**config.mk**
```make
export PLATFORM = sky130hd
export DESIGN_NAME = fsk_tx_modulator
export DESIGN_NICKNAME = d
export VERILOG_FILES = /design/src/rtl/fsk_tx_modulator.sv
export SDC_FILE = /design/constraint.sdc
export NUM_CORES = 1
export LEC_CHECK = 0
export CAP_MARGIN = 10
export CORE_ASPECT_RATIO = 1.4
export CORE_UTILIZATION = 40
export CTS_BUF_LIST = sky130_fd_sc_hd__clkbuf_16
export CTS_CLUSTER_DIAMETER = 50
export DETAILED_ROUTE_END_ITERATION = 12
export PLACE_DENSITY = 0.71
export SLEW_MARGIN = 40
export SYNTH_ARGS = -nofsm -noshare
export SYNTH_HDL_FRONTEND = slang
export SYNTH_SLANG_ARGS = --single-unit
export TNS_END_PERCENT = 1
```
**constraint.sdc**
```tcl
create_clock -name sys_clk -period 2.4 [get_ports sys_clk]
set_input_delay 0.24 -clock sys_clk [delete_from_list [all_inputs] [get_ports sys_clk]]
set_output_delay 0.24 -clock sys_clk [all_outputs]
set_load 0.01 [all_outputs]
```
**src/rtl/fsk_tx_modulator.sv**
```systemverilog
// fsk_tx_modulator: byte-serial framed FSK transmitter.
// Frame: start(0), 8 data bits LSB first, optional even parity, stop(1).
// Each frame bit lasts one bit_clk period; bit_clk is sampled as data.
// Build option: define FSK_TX_PARITY_EN to insert the even-parity bit.
//
// state   | meaning
// --------+-----------------------------------------------------
// IDLE    | line at mark, ready for a byte
// ARM     | byte latched, waiting for the next bit tick
// START   | sending start bit (0)
// DATA    | sending shift_reg[0], 8 bits LSB first
// PARITY  | sending even parity of the latched byte (optional)
// STOP    | sending stop bit (1)
module fsk_tx_modulator #(
  parameter logic [7:0] MARK_DIV  = 8'd2,
  parameter logic [7:0] SPACE_DIV = 8'd4
) (
  input  logic       sys_clk,
  input  logic       rst_n,
  input  logic       bit_clk,
  input  logic [7:0] tx_data,
  input  logic       tx_valid,
  output logic       tx_ready,
  output logic       tx_busy,
  output logic       bit_out,
  output logic       fsk_out
);

  typedef enum logic [2:0] {
    S_IDLE   = 3'd0,
    S_ARM    = 3'd1,
    S_START  = 3'd2,
    S_DATA   = 3'd3,
`ifdef FSK_TX_PARITY_EN
    S_PARITY = 3'd4,
`endif
    S_STOP   = 3'd5
  } state_t;

  state_t     state, state_nxt;
  logic       bit_clk_d;
  logic       bit_tick;
  logic [7:0] shift_reg, shift_nxt;
  logic [2:0] bit_idx, idx_nxt;
  logic [7:0] tone_cnt;
  logic [7:0] div;
  logic       tone_wrap;
`ifdef FSK_TX_PARITY_EN
  logic       parity_bit, parity_nxt;
`endif

  assign bit_tick = bit_clk & ~bit_clk_d;

  // Delay bit_clk by one cycle to find its rising edges.
  always_ff @(posedge sys_clk or negedge rst_n) begin
    if (!rst_n) bit_clk_d <= 1'b0;
    else        bit_clk_d <= bit_clk;
  end

  // FSM state, shift register and bit index.
  always_ff @(posedge sys_clk or negedge rst_n) begin
    if (!rst_n) begin
      state     <= S_IDLE;
      shift_reg <= 8'd0;
      bit_idx   <= 3'd0;
`ifdef FSK_TX_PARITY_EN
      parity_bit <= 1'b0;
`endif
    end else begin
      state     <= state_nxt;
      shift_reg <= shift_nxt;
      bit_idx   <= idx_nxt;
`ifdef FSK_TX_PARITY_EN
      parity_bit <= parity_nxt;
`endif
    end
  end

  // Next-state logic and line-bit / handshake outputs.
  always_comb begin
    state_nxt = state;
    shift_nxt = shift_reg;
    idx_nxt   = bit_idx;
`ifdef FSK_TX_PARITY_EN
    parity_nxt = parity_bit;
`endif
    tx_ready  = 1'b0;
    tx_busy   = 1'b1;
    bit_out   = 1'b1;
    case (state)
      S_IDLE: begin
        tx_ready = 1'b1;
        tx_busy  = 1'b0;
        if (tx_valid) begin
          shift_nxt = tx_data;
          idx_nxt   = 3'd0;
`ifdef FSK_TX_PARITY_EN
          parity_nxt = ^tx_data;
`endif
          state_nxt = S_ARM;
        end
      end
      S_ARM: begin
        if (bit_tick) state_nxt = S_START;
      end
      S_START: begin
        bit_out = 1'b0;
        if (bit_tick) begin
          idx_nxt   = 3'd0;
          state_nxt = S_DATA;
        end
      end
      S_DATA: begin
        bit_out = shift_reg[0];
        if (bit_tick) begin
          shift_nxt = {1'b0, shift_reg[7:1]};
          idx_nxt   = bit_idx + 3'd1;
          if (bit_idx == 3'd7) begin
`ifdef FSK_TX_PARITY_EN
            state_nxt = S_PARITY;
`else
            state_nxt = S_STOP;
`endif
          end
        end
      end
`ifdef FSK_TX_PARITY_EN
      S_PARITY: begin
        bit_out = parity_bit;
        if (bit_tick) state_nxt = S_STOP;
      end
`endif
      S_STOP: begin
        if (bit_tick) state_nxt = S_IDLE;
      end
      default: begin
        state_nxt = S_IDLE;
      end
    endcase
  end

  // Compare in 9 bits so tone_cnt + 1 cannot wrap; div of 0 or 1 toggles every cycle.
  assign div       = bit_out ? MARK_DIV : SPACE_DIV;
  assign tone_wrap = ({1'b0, tone_cnt} + 9'd1) >= {1'b0, div};

  // Free-running tone; a bit_out change keeps counter and phase (phase-continuous).
  always_ff @(posedge sys_clk or negedge rst_n) begin
    if (!rst_n) begin
      tone_cnt <= 8'd0;
      fsk_out  <= 1'b0;
    end else if (tone_wrap) begin
      tone_cnt <= 8'd0;
      fsk_out  <= ~fsk_out;
    end else begin
      tone_cnt <= tone_cnt + 8'd1;
    end
  end

endmodule

```
-- Yosys cells after proc, flatten, opt, wreduce, memory -nomap -nowiden
Cells that the tools add are included.
- add/sub/neg operators: 3
- $mul: 0
- divide/modulo/power cells: 0
- $lt $le $gt $ge: 1
- equal/unequal tests: 11
- shift operators: 0
- multiplexer cells: 18
- bitwise gates (word level): 3
- reduce and logical (&&, ||, !) cells: 6
- operators with widths (kind ; count):
    3-bit 2-to-1 mux ; 9
    8-bit 2-to-1 mux ; 3
    8-bit case mux with 2 select lines ; 1
    3-bit case mux with 5 select lines ; 1
    2-bit != test (second input constant) ; 6
    8-bit by 1-bit adder with 9-bit output (second input constant) ; 1
    9-bit by 3-bit greater-or-equal comparator with 1-bit output ; 1
    3-bit case mux with 3 select lines ; 1
    8-bit by 1-bit adder with 8-bit output (second input constant) ; 1
    3-bit by 2-bit == test with 1-bit output (second input constant) ; 2
    3-bit == test (second input constant) ; 2
    6-bit AND reduction ; 1
    4-bit AND reduction ; 1
    3-bit by 1-bit adder with 3-bit output (second input constant) ; 1
    3-bit by 1-bit == test with 1-bit output (second input constant) ; 1
    3-bit logical NOT ; 1
    3-bit AND reduction ; 1
    3-bit nonzero test ; 1
    1-bit 2-to-1 mux ; 2
    1-bit inverter ; 2
    1-bit case mux with 2 select lines ; 1
    2-bit nonzero test ; 1
    1-bit AND ; 1
- register bits after elaboration: 24
- bits in latches: 0
- memory bits (writable): 0
- bits in read-only memories: 0
- input bits: 12
- memories: 0

-- Depth between registers and ports, before layout
- word-level depth: 5
- gate-level depth with buffers: 8
- depth with buffers taken out: 7

-- Least setup slack after synthesis
OpenSTA, ideal clock, no wires.
- path kind: flip-flop to flip-flop
- from: reg tone_cnt[0]
- to: reg fsk_out
- data arrival time: 1.763 ns
- data required time: 2.265 ns
- path slack: 0.502 ns
- stages on the path, launching flop included: 8
- cells stage by stage: dfrtp_1 > ha_1 > xor2_1 > ha_1 > or4_1 > a21oi_1 > o221ai_2 > xor2_1
- longest elaborated chain between the ends: 2
- RTL lines (item ; RTL line ; text):
    start, declared ; 45 ; logic [7:0] tone_cnt;
    start signal, assigned ; 155 ; tone_cnt <= tone_cnt + 8'd1;
    8-bit by 1-bit adder with 9-bit output ; 144 ; assign tone_wrap = ({1'b0, tone_cnt} + 9'd1) >= {1'b0, div};
    9-bit by 3-bit greater-or-equal comparator with 1-bit output ; 144 ;
    end signal, assigned ; 153 ; fsk_out <= ~fsk_out;
    end, declared ; 26 ; output logic fsk_out
Every way passes these cells.
A chain may end at the register's enable or synchronous reset.

-- Worst setup path in the final report
- from: reg state[0]
- to: out tx_ready
- longest elaborated chain between the ends: 2
- RTL lines (item ; RTL line ; text):
    start, declared ; 40 ; state_t state, state_nxt;
    start signal, assigned ; 70 ; state <= state_nxt;
    3-bit logical NOT ; 90 ; case (state)
    1-bit 2-to-1 mux ; 90 ;
    end, declared ; 23 ; output logic tx_ready,
Every way passes these cells.

==> metrics.txt <==
Worst Tran Pin Value 0.5171 ns; Synth top area share 52.69%; RePlAce Congestion 0.7561; post-route cell area 1440 um^2; crit path DAT 1.81 ns; drt wl/cell 12.05 um; #FFs+latches synth 24; period utilization 85.58%; register area share after synthesis 52.69%; CTS sink cnt 24; die height 65.16 um; final slew viol count 0; first-pass GRT wire length 3498 um; number of nets still failing antenna checks after routing 0; power density over the cells 1034 nW/um^2; final setup vio count 0; Initial Util 42.69%; die footprint 3070 um^2; n_diodes 0; DRC violations left 0; Detail Placement HPWL 1423 um; postcts setup bufs 0; Crit Reg-Reg Startpoint tone_cnt[0]$_DFF_PN0_; area delta synth->final 26.34%; skew final 0.002464 ns; Clock Path Buffers 2; Lkg Pwr 0.6383 nW; TNS Setup 0 ns; NumNets Final 137; max-capacitance violation count 0; Core Area 2670 um^2; Die W 47.12 um; share of layout cells above drive strength 1 14.29%; GRT Overall Usage 15.88%; fill count 245; cells on worst reg2reg path 7; CTS root buf clkbuf_16; Port Buffers 15; hold buffers post-CTS 0; headroom to the max-slew limit 65.53%; CTS Buf Count 3; warnings from Yosys 0; vias post-DR 777; Worst R2R Setup Slack 0.36 ns; total wire length 1867 um; post-CTS resize count 0; largest net degree at the start of global routing 25; Avg Cell Area, Syn 11.75 um^2; Final min period 2.054 ns; crit-path max FO 10; worst min-delay path category input pin to asynchronous set/reset pin; most common cell in the netlist dfrtp_1; vias per cell 5.013; GRT overflow 0; drt pass-1 iters 4; Syn Inst Count 97; total chip power 1.489 mW; Required @ worst endpoint 2.16 ns; io pins 16; worst flop-to-flop path endpoint fsk_out$_DFFE_PN0P_; CTS tree done; Iteration-0 DRC Markers 23; synth unique cells 37; H-tree lvl count 1; row cnt 22; ys async rst share 100.0%; Post-Place Cells 151; Synth area leader dfrtp_1; clk_lat worst skew 0.25 ns; list of most frequent post-synthesis cells 24 x dfrtp_1, 15 x nand2_1, 7 x mux2i_1, 6 x o21ai_1, 5 x ha_1; RSZ-0062 raised after global routing false; Reg clk slew, reported paths 0.06 ns; CP Capture Type primary output; Fmax achieved 486.9 MHz; ys flop type dfrtp_1; largest cells by area after synthesis dfrtp_1 53%, mux2i_1 6.1%, ha_1 5.5%; dpl cell area 1335 um^2; Post-synth EDFFs 0; pre-CTS WS 0.3650 ns; number of global-route vias before repair 782; Final Hold Viols 0; Setup crit start kind flop; WS Path Type flop to primary output; final non-filler cell total 155; antenna violations before repair 0; Worst VDD drop 0.6448 mV; Mapped Area 1140 um^2; setup ws final 0.3460 ns; status finished, final reports clean
-- placed cells by master (no fill, tap or decap), types with 2 or more instances in the layout --
cell and instances:
dfrtp_1 24, nand2_1 15, clkdlybuf4s50_1 15, mux2i_1 7, o21ai_1 6, ha_1 5
conb_1 5, nor2_1 4, clkbuf_16 3, xor2_1 2, a21oi_1 2, o21ai_2 2
a22o_1 2
-- area by class of cell --
type	instances	area, um^2	share of cell area [%]
clock inverter	1	30.03	2.085
inverter	2	10.01	0.6950
sequential	24	600.6	41.70
multi-input combinational	73	521.8	36.23
timing repair buffer	16	157.7	10.95
clock buffer	3	75.07	5.213
tap	36	45.04	3.128
-- routing by layer --
layer | global-route usage (%) | wire length (um) | vias up
li1 | - | - | 383
met1 | 20.04 | 775 | 371
met2 | 25.69 | 984 | 18
met3 | 2.473 | 60 | 5
met4 | 7.500 | 46 | 0
met5 | 0 | 0 | -
-- worst max-delay path by stage --
stage                                      from  cells after the start                  end
after floorplan           tone_cnt[0]$_DFF_PN0_                      7  fsk_out$_DFFE_PN0P_
after global placement    tone_cnt[0]$_DFF_PN0_                      7  fsk_out$_DFFE_PN0P_
after CTS                  state[0]$_DFFE_PN0P_                      3             tx_ready
final                      state[0]$_DFFE_PN0P_                      3             tx_ready
after detailed placement  tone_cnt[0]$_DFF_PN0_                      7  fsk_out$_DFFE_PN0P_
after global routing      tone_cnt[0]$_DFF_PN0_                      7  fsk_out$_DFFE_PN0P_
-- cell families (layout without fill, tap and decap cells) --
group | Yosys count | count (layout) | share of synthesized area (%)
AOI/OAI and AO/OA | 20 | 20 | 14.38
xor gates and xnor gates | 2 | 2 | 1.537
adders and majority gates | 5 | 5 | 5.488
buffers and inverters | 4 | 22 | 2.854
DFF | 24 | 24 | 52.69
muxes | 8 | 8 | 7.135
other | 1 | 5 | 0.3290
and+or+nand+nor | 33 | 33 | 15.59
-- critical path, stage by stage (launching register included) --
cell and delay (ns):
dfrtp_1 0.50, or3_4 0.45, inv_4 0.08, clkdlybuf4s50_1 0.53
-- stage by stage --
| step | util (%) | hold slack (ns) |
|---|---|---|
| after detailed placement | 50.00 | 0.4747 |
| after global placement | 50.00 | 0.4614 |
| after global routing | 53.94 | 0.3750 |
| final | 53.94 | 0.3427 |
| after CTS | 53.94 | 0.3530 |
| after floorplan | - | -0.05559 |
-- report_power, final --
part           total [mW]  leakage [nW]  internal (mW)  switching, mW
logic               0.432         0.288          0.227          0.206
clock network       0.465        0.0511          0.331          0.134
registers           0.592         0.299          0.512         0.0794
Note: power is estimated with default switching activity, not from simulation.
